## src/rtl/bus_arbiter.sv

```systemverilog
`default_nettype none
// ============================================================================
// Module      : bus_arbiter
// Description : Two-master to one-slave bus arbiter. Each master's request
//               is latched into a pending slot. An FSM grants the shared bus
//               to one master at a time, and the last-granted master loses
//               ties. The slave response is forwarded combinationally to the
//               owning master.
// Revision    : 1.0 - initial release
// ============================================================================
module bus_arbiter (
    input  logic        clk,
    input  logic        rst_n,
    input  logic [29:0] m0_addr,
    input  logic [31:0] m0_data_wr,
    input  logic        m0_write,
    input  logic        m0_start,
    output logic        m0_ready,
    output logic [31:0] m0_data_rd,
    input  logic [29:0] m1_addr,
    input  logic [31:0] m1_data_wr,
    input  logic        m1_write,
    input  logic        m1_start,
    output logic        m1_ready,
    output logic [31:0] m1_data_rd,
    output logic [29:0] s_addr,
    output logic [31:0] s_data_wr,
    output logic        s_write,
    output logic        s_start,
    input  logic [31:0] s_data_rd,
    input  logic        s_ready
);

    localparam logic [1:0] c_IDLE  = 2'd0;
    localparam logic [1:0] c_BUSY0 = 2'd1;
    localparam logic [1:0] c_BUSY1 = 2'd2;

    logic [1:0]  r_state;
    logic [1:0]  w_state_next;
    logic        r_first;
    logic        r_last_grant;

    logic        r_pend0;
    logic [29:0] r_addr0;
    logic [31:0] r_data0;
    logic        r_write0;
    logic        r_pend1;
    logic [29:0] r_addr1;
    logic [31:0] r_data1;
    logic        r_write1;

    logic        w_done0;
    logic        w_done1;

    // A transaction completes when the slave answers while that master owns the bus
    assign w_done0 = (r_state == c_BUSY0) && s_ready;
    assign w_done1 = (r_state == c_BUSY1) && s_ready;

    // State register, first-cycle marker for s_start, and tie-break history
    always_ff @(posedge clk) begin
        if (!rst_n) begin
            r_state      <= c_IDLE;
            r_first      <= 1'b0;
            r_last_grant <= 1'b1;
        end else begin
            r_state <= w_state_next;
            r_first <= (r_state == c_IDLE) && (w_state_next != c_IDLE);
            if (w_done0) begin
                r_last_grant <= 1'b0;
            end else if (w_done1) begin
                r_last_grant <= 1'b1;
            end
        end
    end

    // Next-state logic: grant from IDLE, return to IDLE on slave response
    always_comb begin
        w_state_next = r_state;
        case (r_state)
            c_IDLE: begin
                if (r_pend0 && r_pend1) begin
                    w_state_next = r_last_grant ? c_BUSY0 : c_BUSY1;
                end else if (r_pend0) begin
                    w_state_next = c_BUSY0;
                end else if (r_pend1) begin
                    w_state_next = c_BUSY1;
                end
            end
            c_BUSY0: if (s_ready) w_state_next = c_IDLE;
            c_BUSY1: if (s_ready) w_state_next = c_IDLE;
            default: w_state_next = c_IDLE;
        endcase
    end

    // Master 0 pending slot; a new start at completion re-arms it with new fields
    always_ff @(posedge clk) begin
        if (!rst_n) begin
            r_pend0  <= 1'b0;
            r_addr0  <= 30'd0;
            r_data0  <= 32'd0;
            r_write0 <= 1'b0;
        end else if (m0_start && (!r_pend0 || w_done0)) begin
            r_pend0  <= 1'b1;
            r_addr0  <= m0_addr;
            r_data0  <= m0_data_wr;
            r_write0 <= m0_write;
        end else if (w_done0) begin
            r_pend0  <= 1'b0;
        end
    end

    // Master 1 pending slot; same capture rules as master 0
    always_ff @(posedge clk) begin
        if (!rst_n) begin
            r_pend1  <= 1'b0;
            r_addr1  <= 30'd0;
            r_data1  <= 32'd0;
            r_write1 <= 1'b0;
        end else if (m1_start && (!r_pend1 || w_done1)) begin
            r_pend1  <= 1'b1;
            r_addr1  <= m1_addr;
            r_data1  <= m1_data_wr;
            r_write1 <= m1_write;
        end else if (w_done1) begin
            r_pend1  <= 1'b0;
        end
    end

    // Output logic: drive owner's fields to the slave, route response to owner
    always_comb begin
        s_start    = r_first && (r_state != c_IDLE);
        s_addr     = 30'd0;
        s_data_wr  = 32'd0;
        s_write    = 1'b0;
        m0_ready   = w_done0;
        m1_ready   = w_done1;
        m0_data_rd = w_done0 ? s_data_rd : 32'd0;
        m1_data_rd = w_done1 ? s_data_rd : 32'd0;
        if (r_state == c_BUSY0) begin
            s_addr    = r_addr0;
            s_data_wr = r_data0;
            s_write   = r_write0;
        end else if (r_state == c_BUSY1) begin
            s_addr    = r_addr1;
            s_data_wr = r_data1;
            s_write   = r_write1;
        end
    end

endmodule
`default_nettype wire
```

## config.mk

```make
export PLATFORM = sky130hd
export DESIGN_NAME = bus_arbiter
export DESIGN_NICKNAME = d
export VERILOG_FILES = /design/src/rtl/bus_arbiter.sv
export SDC_FILE = /design/constraint.sdc
export NUM_CORES = 1
export LEC_CHECK = 0
export ABC_AREA = 1
export ABC_CLOCK_PERIOD_IN_PS = 2100
export CAP_MARGIN = 20
export CORE_MARGIN = 2
export CORE_UTILIZATION = 41
export DETAILED_ROUTE_END_ITERATION = 10
export PLACE_DENSITY = 0.78
export SYNTH_ARGS = -nofsm -noshare
export SYNTH_HDL_FRONTEND = slang
export SYNTH_SLANG_ARGS = --single-unit
export TNS_END_PERCENT = 1
```

## constraint.sdc

```tcl
create_clock -name clk -period 2.1 [get_ports clk]
set_input_delay 0.21 -clock clk [delete_from_list [all_inputs] [get_ports clk]]
set_output_delay 0.21 -clock clk [all_outputs]
set_load 0.01 [all_outputs]
```

Yosys cells after proc, flatten, opt, wreduce, memory -nomap -nowiden
Index checks and enable logic that the tools add are counted.
{"block": "totals", "register_bits": 132, "input_bits": 163, "output_inout_bits": 130, "elab_cells": 51}
{"block": "op_classes", "n_eq_ne": 2, "muxes": 20, "n_reduce_logical": 18}
{"op": "32-bit 2-to-1 mux", "n": 4}
{"op": "30-bit 2-to-1 mux", "n": 2}
{"op": "2-bit 2-to-1 mux", "n": 5}
{"op": "2-bit nonzero test", "n": 5}
{"op": "1-bit 2-to-1 mux", "n": 8}
{"op": "1-bit logical AND", "n": 7}
{"op": "2-bit case mux with 2 select lines", "n": 1}
{"op": "2-bit by 1-bit equality test with 1-bit output (second input constant)", "n": 1}
{"op": "2-bit equality test (second input constant)", "n": 1}
{"op": "1-bit zero test", "n": 2}
{"op": "2-bit zero test", "n": 1}
{"op": "1-bit logical OR", "n": 2}
{"op": "2-bit OR reduction", "n": 1}

Depth between registers and ports, before layout
{"block": "depth", "ltp_word": 6, "ltp_mapped": 11, "ltp_nobuf": 8}

Least setup slack after synthesis
No wires, ideal clock.
{"block": "synth_path", "path_kind": "flip-flop to output port", "start": "register r_state[1]", "end": "output s_addr[0]", "t_arrival_ps": 1362, "required_ps": 1890, "slack_ps": 528, "stages_incl_launch_ff": 8, "path_buffers": 2, "cell_sequence": "dfxtp_1 -> inv_1 -> ha_1 -> buf_2 -> inv_2 -> clkbuf_1 -> nand3_1 -> nand2_1"}
{"block": "synth_via", "elab_chain_len": 3, "elab_cells_between_ends": 4, "cone_classes": "eq/ne: 2; mux: 2"}
{"item": "start, declared", "line": "38", "rtl": "logic [1:0] r_state;"}
{"item": "start signal, assigned", "line": "62", "rtl": "r_state <= c_IDLE;"}
{"item": "start signal, assigned", "line": "66", "rtl": "r_state <= w_state_next;"}
{"item": "2-bit equality test", "line": "143", "rtl": "end else if (r_state == c_BUSY1) begin"}
{"item": "30-bit 2-to-1 mux", "line": "143"}
{"item": "30-bit 2-to-1 mux *", "line": "139", "rtl": "if (r_state == c_BUSY0) begin"}
{"item": "end, declared", "line": "26", "rtl": "output logic [29:0] s_addr,"}
Mark *: on every way between the ends. The rest lies on a longest branch, timed or not.

Final worst setup path
{"block": "layout_path", "start": "register r_state[1]", "end": "output s_addr[7]"}
Same word-level chain as after synthesis.

==> results.py <==
metrics = {
    "worst_hold_path": {
        "hold_path.class": "in -> reg",
        "worst_hold_path_startpoint": "rst_n",
        "hold-path-cell-count": 3,
        "hold_end": "r_data0[19]",
    },
    "timing": {
        "clock.fmax_ghz": 0.449,
        "maxSlewHeadroom_pct": 73.4,
        "worst_slack_ns": -0.129,
        "grt_setup_unrepaired": "yes",
        "whs_ns": 0.192,
        "final-hold-violation-count": 0,
        "timing_worst_slew_pin_value_ns": 0.399,
        "finalCritPeriodShare_pct": 106,
        "finalWorstPathRequiredPeriod_ns": 2.23,
        "drv_slew": 0,
        "setup_violations": 11,
        "finClkSkew_ns": 0.00745,
    },
    "final_layout": {
        "mostFrequentLayoutCells": "nor2_1, clkdlybuf4s50_1, nand2_1",
        "final_nets": 1339,
        "share_of_final_layout_standard_cells_stronger_than_drive_strength_1_pct": 7.17,
        "layout.cells.most_common": "nor2_1",
        "layout.cell_area.non_filler_um2": 9650,
        "areaGrowthSynthToFinish_pct": 61.3,
    },
    "setup_path": {
        "worst_r2r_path_depth": 10,
        "regToRegStartpoint": "r_state[1]",
        "worstSetupPathType": "reg -> out",
        "critPathCaptureType": "output port",
        "r2r_setup_slk_ns": 0.29,
        "critPathRequiredTime_ns": 1.89,
        "critical_path.startpoint_type": "flip-flop",
        "worst-path-max-fanout": 13,
        "r2r_end": "r_addr0[18]",
        "crit_arrival_ns": 2.02,
    },
    "grt": {
        "largest_net_degree_at_the_start_of_global_routing": 113,
        "grt_antenna_before_repair": 2,
        "globalRouteOverflowTotal": 0,
        "grt_first_pass_wirelength_mm": 32.0,
        "grt_pass1_vias": 6326,
        "grt.total_usage_pct": 25.8,
    },
    "drt": {
        "drc_errors": 0,
        "antenna_violating_nets_left": 0,
        "drt-pass1-iter-count": 5,
        "avgRoutedWirePerCell_um": 14.7,
        "wl_mm": 20.2,
        "detailroute.via_count": 6696,
        "avgViaCountPerCell": 4.88,
        "number_of_drc_markers_in_iteration_0": 304,
    },
    "logic_synthesis": {
        "number_of_warnings_printed_during_yosys_synthesis": 0,
        "synth-edff-count": 0,
        "share_of_synthesized_area_occupied_by_flip_flops_and_latches_pct": 44.2,
        "synthCells": 906,
        "synth_async_sr_flop_share_pct": 0,
        "synthFlopType": "dfxtp_1",
        "yosysUniqueCellTypes": 21,
        "ys_ff_latch": 132,
        "synthesis.nets": 1073,
        "syn_area_per_cell_um2": 6.60,
        "synth.cell_area_um2": 5980,
    },
    "floorplanning": {
        "floorplan.rows": 44,
        "starting_density_pct": 41.6,
        "design.die.area_um2": 15600,
        "io-pin-count": 293,
        "die_h_um": 125,
        "fp.dieW_um": 125,
        "core_region_area_um2": 14400,
    },
    "placement": {
        "cell_area_after_placement_um2": 9090,
        "place.port_buffers": 292,
        "dp_hpwl_mm": 13.9,
        "gp_congestion": 0.839,
        "pre_cts_slack_ns": 0.0566,
    },
    "clock_tree": {
        "cts_buffers": 17,
        "cts_post_setup_buffers_inserted": 0,
        "path_clk_slew_ns": 0.06,
        "clk_path_buf_depth": 2,
        "worst_skew_pair.late_latency_ns": 0.42,
        "cts_num_sinks": 132,
        "tritoncts": "yes",
        "cts_h_tree_depth": 4,
        "cts_root_buffer": "clkbuf_16",
    },
    "power": {
        "worst_vdd_ir_mv": 0.596,
        "power.share.switching_pct": 28.1,
        "leak_nw": 4.91,
        "sw_power_mw": 2.09,
        "internal-power_mw": 5.33,
        "portion_of_total_power_attributed_to_the_clock_network_pct": 39.3,
        "power_frac_comb_pct": 22.0,
        "sequential_cell_fraction_of_total_power_pct": 38.7,
        "pwr_density_cell_nw_per_um2": 769,
    },
    "outcome": {
        "outcome": "complete, but fails checks",
        "failed_checks": "negative setup slack",
    },
    "flow_run": {
        "maxCapViolCount": 0,
    },
}
==> cells in the mapped netlist, types with 2 or more instances <==
cell type	count	area [µm²]
nor2_1	309	1160
o21ai_0	128	641
nand2_1	139	522
dfxtp_1	132	2640
clkbuf_2	10	50.1
buf_1	10	37.5
a21oi_1	3	15.0
inv_1	42	158
nand3_1	67	335
clkbuf_1	30	113
buf_4	6	45.0
buf_6	8	90.1
nand2_2	2	12.5
nor2_2	10	62.6
ha_1	4	50.1
==> worst max path at each step <==
stage,startpoint,endpoint
after floorplan,r_state[1],s_addr[0]
after global placement,s_ready,r_addr1[17]
after detailed placement,s_ready,r_addr0[10]
after CTS,r_state[0],s_addr[18]
after global routing,r_state[1],s_addr[5]
final,r_state[1],s_addr[7]
==> layout make-up <==
class / count / area, µm²
fill: 1316 / 4720
timing repair buffer: 313 / 3150
multi-input combinational: 663 / 2860
sequential: 132 / 2650
clock buffer: 19 / 453
tap: 184 / 230
inverter: 45 / 179
clock inverter: 13 / 134
antenna: 2 / 5.00
==> routing by layer <==
layer	part of all wire [%]	track usage, %	wire length, µm	vias up
met5	0	0	0	-
met3	5.9	6.40	1190	44
met4	3.2	11.4	643	0
met1	40	29.3	8090	3037
met2	51	45.8	10300	252
li1	-	-	-	3363
==> critical path, stage by stage (launching register included) <==
cell             delay [ns]
dfxtp_4                0.38
inv_1                  0.08
ha_4                   0.20
inv_4                  0.11
buf_8                  0.16
nand3_1                0.08
nand2_1                0.06
clkdlybuf4s50_1        0.52
==> power by group through the flow <==
stage	clock, mW	sequential, mW	combinational, mW
finish	2.91	2.87	1.63
global route	3.08	2.90	1.80
CTS	2.96	2.87	1.65
detailed placement	0	2.92	1.67
global placement	0	2.91	1.64
floorplan	0	2.89	0.835
==> stage by stage <==
step           std cells  utilization, %  setup TNS, ns  power [mW]
2_1_floorplan        906               -              0        3.72
3_3_place_gp        1335            63.3              0        4.55
3_5_place_dp        1335            63.3              0        4.58
4_1_cts             1369            67.1          -1.60        7.48
5_1_grt             1371            67.2          -1.52        7.77
6_report            1371            67.2         -0.391        7.42
==> logic make-up after synthesis <==
kind of cell	share of synthesized area [%]
fa+ha+maj	0.837
buf+inv	8.89
simple gates	35.2
flops	44.2
compound gates	11.0
==> timing repair <==
action                     4_1_cts  5_1_grt
gates cloned                     2        0
resized for setup              139       21
setup endpoints to repair      130       30
hold buffers                     0        0
pin swaps                        1        0
==> sequential cells by signal, summed over array words and instances, names as in the netlist <==
signal	flops
r_last_grant	1
r_pend1	1
r_write0	1
r_addr0	30
r_data0	32
r_first	1
r_addr1	30
r_pend0	1
r_write1	1
r_data1	32
r_state	2
Note: power is estimated with default switching activity, not from simulation.
